`config.mk`:
```
export PLATFORM = sky130hd
export DESIGN_NAME = split_buffered_module
export DESIGN_NICKNAME = d
export VERILOG_FILES = /design/src/rtl/split_pkg.sv /design/src/rtl/split_fifo_channel.sv /design/src/rtl/split_buffered_module.sv
export SDC_FILE = /design/constraint.sdc
export NUM_CORES = 1
export LEC_CHECK = 0
export BUFFER_PORTS_ARGS = -buffer_cell sky130_fd_sc_hd__buf_4
export CAP_MARGIN = 20
export CORE_MARGIN = 2
export CORE_UTILIZATION = 60
export DETAILED_ROUTE_END_ITERATION = 10
export PLACE_DENSITY_LB_ADDON = 0.25
export SYNTH_ARGS = -nofsm -noshare
export SYNTH_HDL_FRONTEND = slang
export SYNTH_SLANG_ARGS = --single-unit
```
`constraint.sdc`:
```
create_clock -name clk -period 12.7 [get_ports clk]
set_input_delay 0.635 -clock clk [delete_from_list [all_inputs] [get_ports clk]]
set_output_delay 0.635 -clock clk [all_outputs]
set_load 0.01 [all_outputs]
```
`src/rtl/split_pkg.sv`:
```
// Shared constants for the split buffer: default geometry and the distribution mode encodings.
package split_pkg;

    localparam int unsigned SPLIT_MODE_BROADCAST   = 0;
    localparam int unsigned SPLIT_MODE_ROUND_ROBIN = 1;

    localparam int unsigned SPLIT_DEF_DATA_WIDTH  = 16;
    localparam int unsigned SPLIT_DEF_NUM_OUTPUTS = 2;
    localparam int unsigned SPLIT_DEF_DEPTH       = 4;
    localparam int unsigned SPLIT_DEF_MODE        = SPLIT_MODE_BROADCAST;

endpackage

```
`src/rtl/split_fifo_channel.sv`:
```
// Single-clock FIFO for one output channel; head word is read straight from storage registers.
module split_fifo_channel #(
    parameter int unsigned DATA_WIDTH = 16,
    parameter int unsigned DEPTH      = 4
) (
    input  logic                  clk,
    input  logic                  reset,
    input  logic                  push,
    input  logic                  pop,
    input  logic [DATA_WIDTH-1:0] wr_data,
    output logic [DATA_WIDTH-1:0] rd_data,
    output logic                  empty,
    output logic                  full_next_c
);

    localparam int unsigned PTR_W = $clog2(DEPTH);
    localparam int unsigned CNT_W = PTR_W + 1;

    logic [DATA_WIDTH-1:0] mem [DEPTH];
    logic [PTR_W-1:0]      wr_ptr;
    logic [PTR_W-1:0]      rd_ptr;
    logic [CNT_W-1:0]      count;
    logic [CNT_W-1:0]      count_next;
    logic                  full;
    logic                  push_ok;
    logic                  pop_ok;

    // A full FIFO refuses a push even when it is popped in the same cycle.
    always_comb begin
        push_ok    = push && !full;
        pop_ok     = pop && !empty;
        count_next = count;
        if (push_ok && !pop_ok) begin
            count_next = count + CNT_W'(1);
        end else if (!push_ok && pop_ok) begin
            count_next = count - CNT_W'(1);
        end
        full_next_c = (count_next == CNT_W'(DEPTH));
    end

    always_ff @(posedge clk or posedge reset) begin
        if (reset) begin
            mem    <= '{default: '0};
            wr_ptr <= '0;
            rd_ptr <= '0;
            count  <= '0;
            full   <= 1'b0;
            empty  <= 1'b1;
        end else begin
            if (push_ok) begin
                mem[wr_ptr] <= wr_data;
                wr_ptr      <= wr_ptr + PTR_W'(1);
            end
            if (pop_ok) begin
                rd_ptr <= rd_ptr + PTR_W'(1);
            end
            count <= count_next;
            full  <= full_next_c;
            empty <= (count_next == '0);
        end
    end

    assign rd_data = mem[rd_ptr];

endmodule

```
`src/rtl/split_buffered_module.sv`:
```
// One-to-N token splitter with per-channel FIFOs, broadcast or round-robin distribution.
// Optional counters tokens_accepted/stall_cycles are enabled by defining SPLIT_BUFFERED_STATS_EN.
module split_buffered_module
    import split_pkg::*;
#(
    parameter int unsigned DATA_WIDTH  = SPLIT_DEF_DATA_WIDTH,
    parameter int unsigned NUM_OUTPUTS = SPLIT_DEF_NUM_OUTPUTS,
    parameter int unsigned DEPTH       = SPLIT_DEF_DEPTH,
    parameter int unsigned MODE        = SPLIT_DEF_MODE
) (
    input  logic                              clk,
    input  logic                              reset,
    input  logic [DATA_WIDTH-1:0]             entry_1,
    input  logic                              entry_valid,
    output logic                              entry_ready,
    output logic [NUM_OUTPUTS*DATA_WIDTH-1:0] output_data,
    output logic [NUM_OUTPUTS-1:0]            output_valid,
    input  logic [NUM_OUTPUTS-1:0]            output_ready
`ifdef SPLIT_BUFFERED_STATS_EN
    ,
    output logic [31:0]                       tokens_accepted,
    output logic [31:0]                       stall_cycles
`endif
);

    localparam int unsigned RR_W    = $clog2(NUM_OUTPUTS);
    localparam int unsigned RR_SPAN = 1 << RR_W;

    logic                   accept;
    logic                   ready_d;
    logic [RR_W-1:0]        rr_ptr;
    logic [RR_W-1:0]        rr_next;
    logic [NUM_OUTPUTS-1:0] push;
    logic [NUM_OUTPUTS-1:0] empty;
    logic [NUM_OUTPUTS-1:0] full_next;
    logic [RR_SPAN-1:0]     full_next_span;
    logic [RR_SPAN-1:0]     push_span;

    // Ready is registered from next-cycle FIFO fullness, so it never sees output_ready combinationally.
    always_comb begin
        accept         = entry_valid && entry_ready;
        full_next_span = RR_SPAN'(full_next);
        push_span      = '0;
        rr_next        = rr_ptr;
        ready_d        = 1'b0;
        if (accept) begin
            rr_next = (rr_ptr == RR_W'(NUM_OUTPUTS - 1)) ? '0 : rr_ptr + RR_W'(1);
        end
        if (MODE == SPLIT_MODE_BROADCAST) begin
            push_span = {RR_SPAN{accept}};
            ready_d   = ~|full_next;
        end else begin
            push_span[rr_ptr] = accept;
            ready_d           = !full_next_span[rr_next];
        end
        push = push_span[NUM_OUTPUTS-1:0];
    end

    always_ff @(posedge clk or posedge reset) begin
        if (reset) begin
            rr_ptr      <= '0;
            entry_ready <= 1'b0;
        end else begin
            rr_ptr      <= rr_next;
            entry_ready <= ready_d;
        end
    end

    for (genvar k = 0; k < NUM_OUTPUTS; k++) begin : g_ch
        split_fifo_channel #(
            .DATA_WIDTH (DATA_WIDTH),
            .DEPTH      (DEPTH)
        ) u_fifo (
            .clk         (clk),
            .reset       (reset),
            .push        (push[k]),
            .pop         (output_ready[k]),
            .wr_data     (entry_1),
            .rd_data     (output_data[k*DATA_WIDTH +: DATA_WIDTH]),
            .empty       (empty[k]),
            .full_next_c (full_next[k])
        );
    end

    assign output_valid = ~empty;

`ifdef SPLIT_BUFFERED_STATS_EN
    always_ff @(posedge clk or posedge reset) begin
        if (reset) begin
            tokens_accepted <= '0;
            stall_cycles    <= '0;
        end else begin
            if (accept) begin
                tokens_accepted <= tokens_accepted + 32'd1;
            end
            if (entry_valid && !entry_ready) begin
                stall_cycles <= stall_cycles + 32'd1;
            end
        end
    end
`endif

endmodule

```
; Word-level counts from Yosys, hierarchy flattened
; Index checks and enable logic that the tools add are counted.
[totals]
reg_bits = 147
input_bits = 21
[classes]
add_sub_neg = 8
n_lt_le_gt_ge = 6
eq_ne = 2
mux = 16
bitwise_logic = 5
n_reduce_logical = 23
[op_table]
columns = op, count
row1 = bitwise mux 64 bit, 2
row2 = 2-to-1 mux 16 bit, 6
row3 = binary-select mux 16 bit (select 2 bit), 2
row4 = demux 16 bit (select 2 bit), 2
row5 = "greater-or-equal comparator 3 bit, second input constant", 4
row6 = 2-to-1 mux 3 bit, 4
row7 = inverter 2 -> 3 bit, 4
row8 = logical AND 1 bit, 11
row9 = zero test 1 bit, 9
row10 = "adder 2 x 1 -> 2 bit, second input constant", 4
row11 = "adder 3 x 1 -> 3 bit, second input constant", 2
row12 = "equality test 3 bit, second input constant", 2
row13 = zero test 3 bit, 2
row14 = "less-than comparator 3 x 1 -> 1 bit, second input constant", 2
row15 = "subtractor 3 x 1 -> 3 bit, second input constant", 2
row16 = inverter 2 bit, 1
row17 = OR reduction 2 bit, 1

; Depth between registers and ports, before layout
[depth]
word_depth = 9
ltp_mapped = 7

; Hierarchy
; Synthesis repeated with hierarchy kept, for this count alone.
[hier_totals]
hier_cells = 427
hier_area_um2 = 6786.5
[modules_own_cells]
columns = module, instances, cells_each, area_each_um2
row1 = split_fifo_channel (g_ch[1].u_fifo), 1, 212, 3392.0
row2 = split_fifo_channel (g_ch[0].u_fifo), 1, 209, 3348.2
row3 = split_buffered_module, 1, 6, 46.3

; Worst setup path before layout
; OpenSTA, ideal clock, no wires.
[synth_path]
kind = register -> output
start = register g_ch[1].u_fifo.rd_ptr[0]
end = output port output_data[23]
t_arrival_ps = 1362
required_ps = 12065
path_slack_ps = 10703
stages_incl_launch_ff = 4
n_path_buf = 2
cell_sequence = dfrtp_1 buf_2 buf_2 mux4_2
[synth_via]
elab_chain_len = 4
[synth_lines]
columns = element, line
row1 = start: declaration, split_fifo_channel.sv:21  ; logic [PTR_W-1:0] rd_ptr;
row2 = start signal: assignment, split_fifo_channel.sv:55  ; rd_ptr <= rd_ptr + PTR_W'(1);
row3 = inverter 2 -> 3 bit (not written as such), split_fifo_channel.sv:63  ; assign rd_data = mem[rd_ptr];
row4 = binary-select mux 16 bit (select 2 bit), split_fifo_channel.sv:63
row5 = 2-to-1 mux 16 bit (not written as such) (2 in a row), split_fifo_channel.sv:63
row6 = end: declaration, split_buffered_module.sv:16  ; output logic [NUM_OUTPUTS*DATA_WIDTH-1:0] output_data,
; Every way passes these cells. The select of a mux whose other input is x is not followed.

; Worst setup path after layout
[layout_path]
start = register g_ch[1].u_fifo.rd_ptr[1]
end = output port output_data[30]
; Same word-level chain as after synthesis.

==> impl_metrics.ini <==
[clock_network]
htree_levels = 4
cts.sink_count = 147
max-clock-path-buffers = 2
postCtsSetupRepairBufs = 0
cts_hold_buffers = 0
clkLatencyLatePin_ns = 0.53
cts_resized = 0
path_clk_slew_ns = 0.07
tritoncts = done
numCtsBuffers = 17
clock-root-buffer = clkbuf_8

[timing]
min_period_over_period_pct = 23.5
fin_crit_ns = 2.99
setup_violations = 0
fin_hold_ws_ns = 0.228
tns_ns = 0
relSlewSlack_pct = 34.1
finalHoldViolations = 0
fmax_mhz = 335
skew_ns = 0.00859
rsz0062_at_grt = false
worst_pin_slew_ns = 0.988
slew_viol_final = 0

[route]
viasPerCell = 5.94
drt_iter0_drc = 200
wl_um = 13000
drtAntennaViolNets = 0
drt-pass1-iter-count = 4
drc = 0
via_count = 3713
wl_per_cell_um = 20.8

[hold_path]
hp-class = input port to asynchronous set/reset pin

[floorplan]
start_util_pct = 61.3
fp.coreArea_um2 = 10800
pin_count = 56
rows = 38
die_w_um = 109
dieArea_um2 = 11900
fp.dieH_um = 109

[placement]
gp_routability_congestion = 0.751
port_buffers = 55
place_area_um2 = 7090
dp_hpwl_um = 8050

[power_and_ir_drop]
p_leak_nw = 3.48
peakVddDrop_mv = 0.159
p_per_area_nw_per_um2 = 301

[synthesis]
synth_top_family_by_area = multiplexers
yosysWarningCount = 0
synth_compound_area_share_pct = 1.37
synth_area_leaders = dfrtp_1 55%, mux2_2 21%, mux4_2 11%
synth-xor-area-share_pct = 1.58
synthSimpleGateAreaFrac_pct = 3.73
ys_seq_area_share_pct = 55.4
synth_top_cell_by_area = dfrtp_1
yosys-mux-area-fraction_pct = 32.5
async_flop_share_pct = 100
syn_area_per_cell_um2 = 16.1
synth_fp_nets = 446
syn_inst = 413
netlist_area_um2 = 6650
synth_edf_count = 0
yosysTopAreaCellShare_pct = 54.6
synth-seq-cells = 147
yosys.area_share.adder_pct = 2.26
ys.flop_type = dfrtp_1
synth_cell_types = 26

[grt]
grt_overflow = 0
grt_use_total_pct = 24.2
antenna_found_initial = 0
grt_start_max_net_pins = 82
grt_pass1_wl_um = 21000
grt_pass1_vias = 4069

[final_layout]
area_growth_pct = 17.4
design_area_um2 = 7800
nets = 505
drive_above_1_share_pct = 54.2
num_antenna_cells = 0

[setup_path]
r2r-start = g_ch[1].u_fifo.count[0]
worstRegToRegCells = 6
endpoint_kind = output pin
crit_chain = mux4_2 -> buf_4
arrival_ns = 2.35
critPathCapture = output_data[30]
cp_slowest_stage_delay_ns = 0.99
worstSetupPathType = register to output pin
rrSetupSlack_ns = 10.84
setup.worst_path.start = g_ch[1].u_fifo.rd_ptr[1]
cp-start-kind = register
worstReg2RegEnd = entry_ready
crit_required_ns = 12.06
cp_max_fo = 17
slowest_stage = dfrtp_1

[outcome]
outcome = finished clean

[run]
maxCapViolCount = 0
==> cells in the mapped netlist, drive strengths merged (2+ instances only) <==
| cell | instances |
|---|---|
| dfstp | 2 |
| mux2 | 128 |
| o221a | 2 |
| o22ai | 2 |
| a211o | 2 |
| nor2b | 2 |
| xnor2 | 12 |
| buf | 17 |
| nor2 | 6 |
| dfrtp | 145 |
| nand2b | 2 |
| inv | 15 |
| nand2 | 18 |
| mux4 | 32 |
| o21ai | 6 |
| ha | 12 |
| and3b | 2 |
| nand3b | 2 |
| nand4b | 2 |
| or4 | 2 |
==> cells in the final DEF, fill, tap and decap left out, drive strengths merged <==
master,instances
ha,12
o21ai,6
clkinv,3
o221a,2
inv,19
o22ai,2
clkbuf,17
o22a,1
dfrtp,145
clkinvlp,2
or4,2
bufinv,6
and3b,2
a211o,2
nand4b,2
nand3b,2
nor2,6
mux2,128
buf,58
dfstp,2
nand2,18
nor2b,2
mux4,32
nand2b,2
xnor2,12
==> cells by family (layout without fill, tap and decap cells) <==
kind of cell / after synthesis / count (layout)
mux: 160 / 160
flops: 147 / 147
simple gates: 36 / 36
buf+inv: 33 / 105
compound gates: 13 / 13
fa+ha+maj: 12 / 12
xor+xnor: 12 / 12
==> how the worst min path moves through the flow <==
stage | startpoint | end | depth (start not counted) | slack, ns
4_1_cts | reset | g_ch[0].u_fifo.mem[50] | 2 | 0.25
3_3_place_gp | g_ch[1].u_fifo.mem[46] | g_ch[1].u_fifo.mem[46] | 1 | 0.47
6_report | reset | g_ch[0].u_fifo.mem[51] | 2 | 0.23
2_1_floorplan | g_ch[1].u_fifo.mem[45] | g_ch[1].u_fifo.mem[45] | 1 | 0.46
5_1_grt | reset | g_ch[0].u_fifo.mem[51] | 2 | 0.30
3_5_place_dp | g_ch[1].u_fifo.mem[45] | g_ch[1].u_fifo.mem[45] | 1 | 0.49
==> through the flow <==
step | power (mW) | utilization [%] | cells | setup WS (ns)
after floorplan | 1.48 | - | 413 | 8.12
after global placement | 1.72 | 65.4 | 591 | 10.18
after detailed placement | 1.78 | 65.4 | 591 | 10.13
after CTS | 2.35 | 71.6 | 623 | 9.54
after global routing | 2.48 | 72.0 | 625 | 9.63
final | 2.35 | 72.0 | 625 | 9.71
==> registers in the layout (all words and copies together), names as in the netlist <==
| name | cells |
|---|---|
| g_ch.u_fifo.rd_ptr | 4 |
| g_ch.u_fifo.wr_ptr | 4 |
| g_ch.u_fifo.empty | 2 |
| g_ch.u_fifo.mem | 128 |
| entry_ready | 1 |
| g_ch.u_fifo.full | 2 |
| g_ch.u_fifo.count | 6 |
==> metal layers <==
| metal | GRT usage [%] | part of all wire, % | up-vias |
|---|---|---|---|
| li1 | - | - | 1642 |
| met1 | 31.3 | 44 | 1974 |
| met2 | 40.2 | 51 | 79 |
| met3 | 6.28 | 3.5 | 18 |
| met4 | 8.05 | 1.3 | 0 |
| met5 | 0 | 0 | - |
==> report_power, final <==
group	total [mW]	internal (mW)	switching (mW)
Combinational	0.912	0.559	0.352
Clock	0.562	0.361	0.201
Sequential	0.877	0.708	0.169
==> worst max-delay path, delay by kind of cell, from the launching register on <==
family / cells / cell delay, ns
flip-flops: 1 / 0.99
multiplexers: 1 / 0.65
buffers and inverters: 1 / 0.17
==> final cells by class <==
type | count | area [um2]
fill | 710 | 3040
multi-input combinational | 233 | 2760
clock inverter | 15 | 253
timing repair buffer | 58 | 463
sequential | 147 | 3680
clock buffer | 17 | 414
tap | 140 | 175
inverter | 15 | 61.3
(Power assumes the default switching activity.)
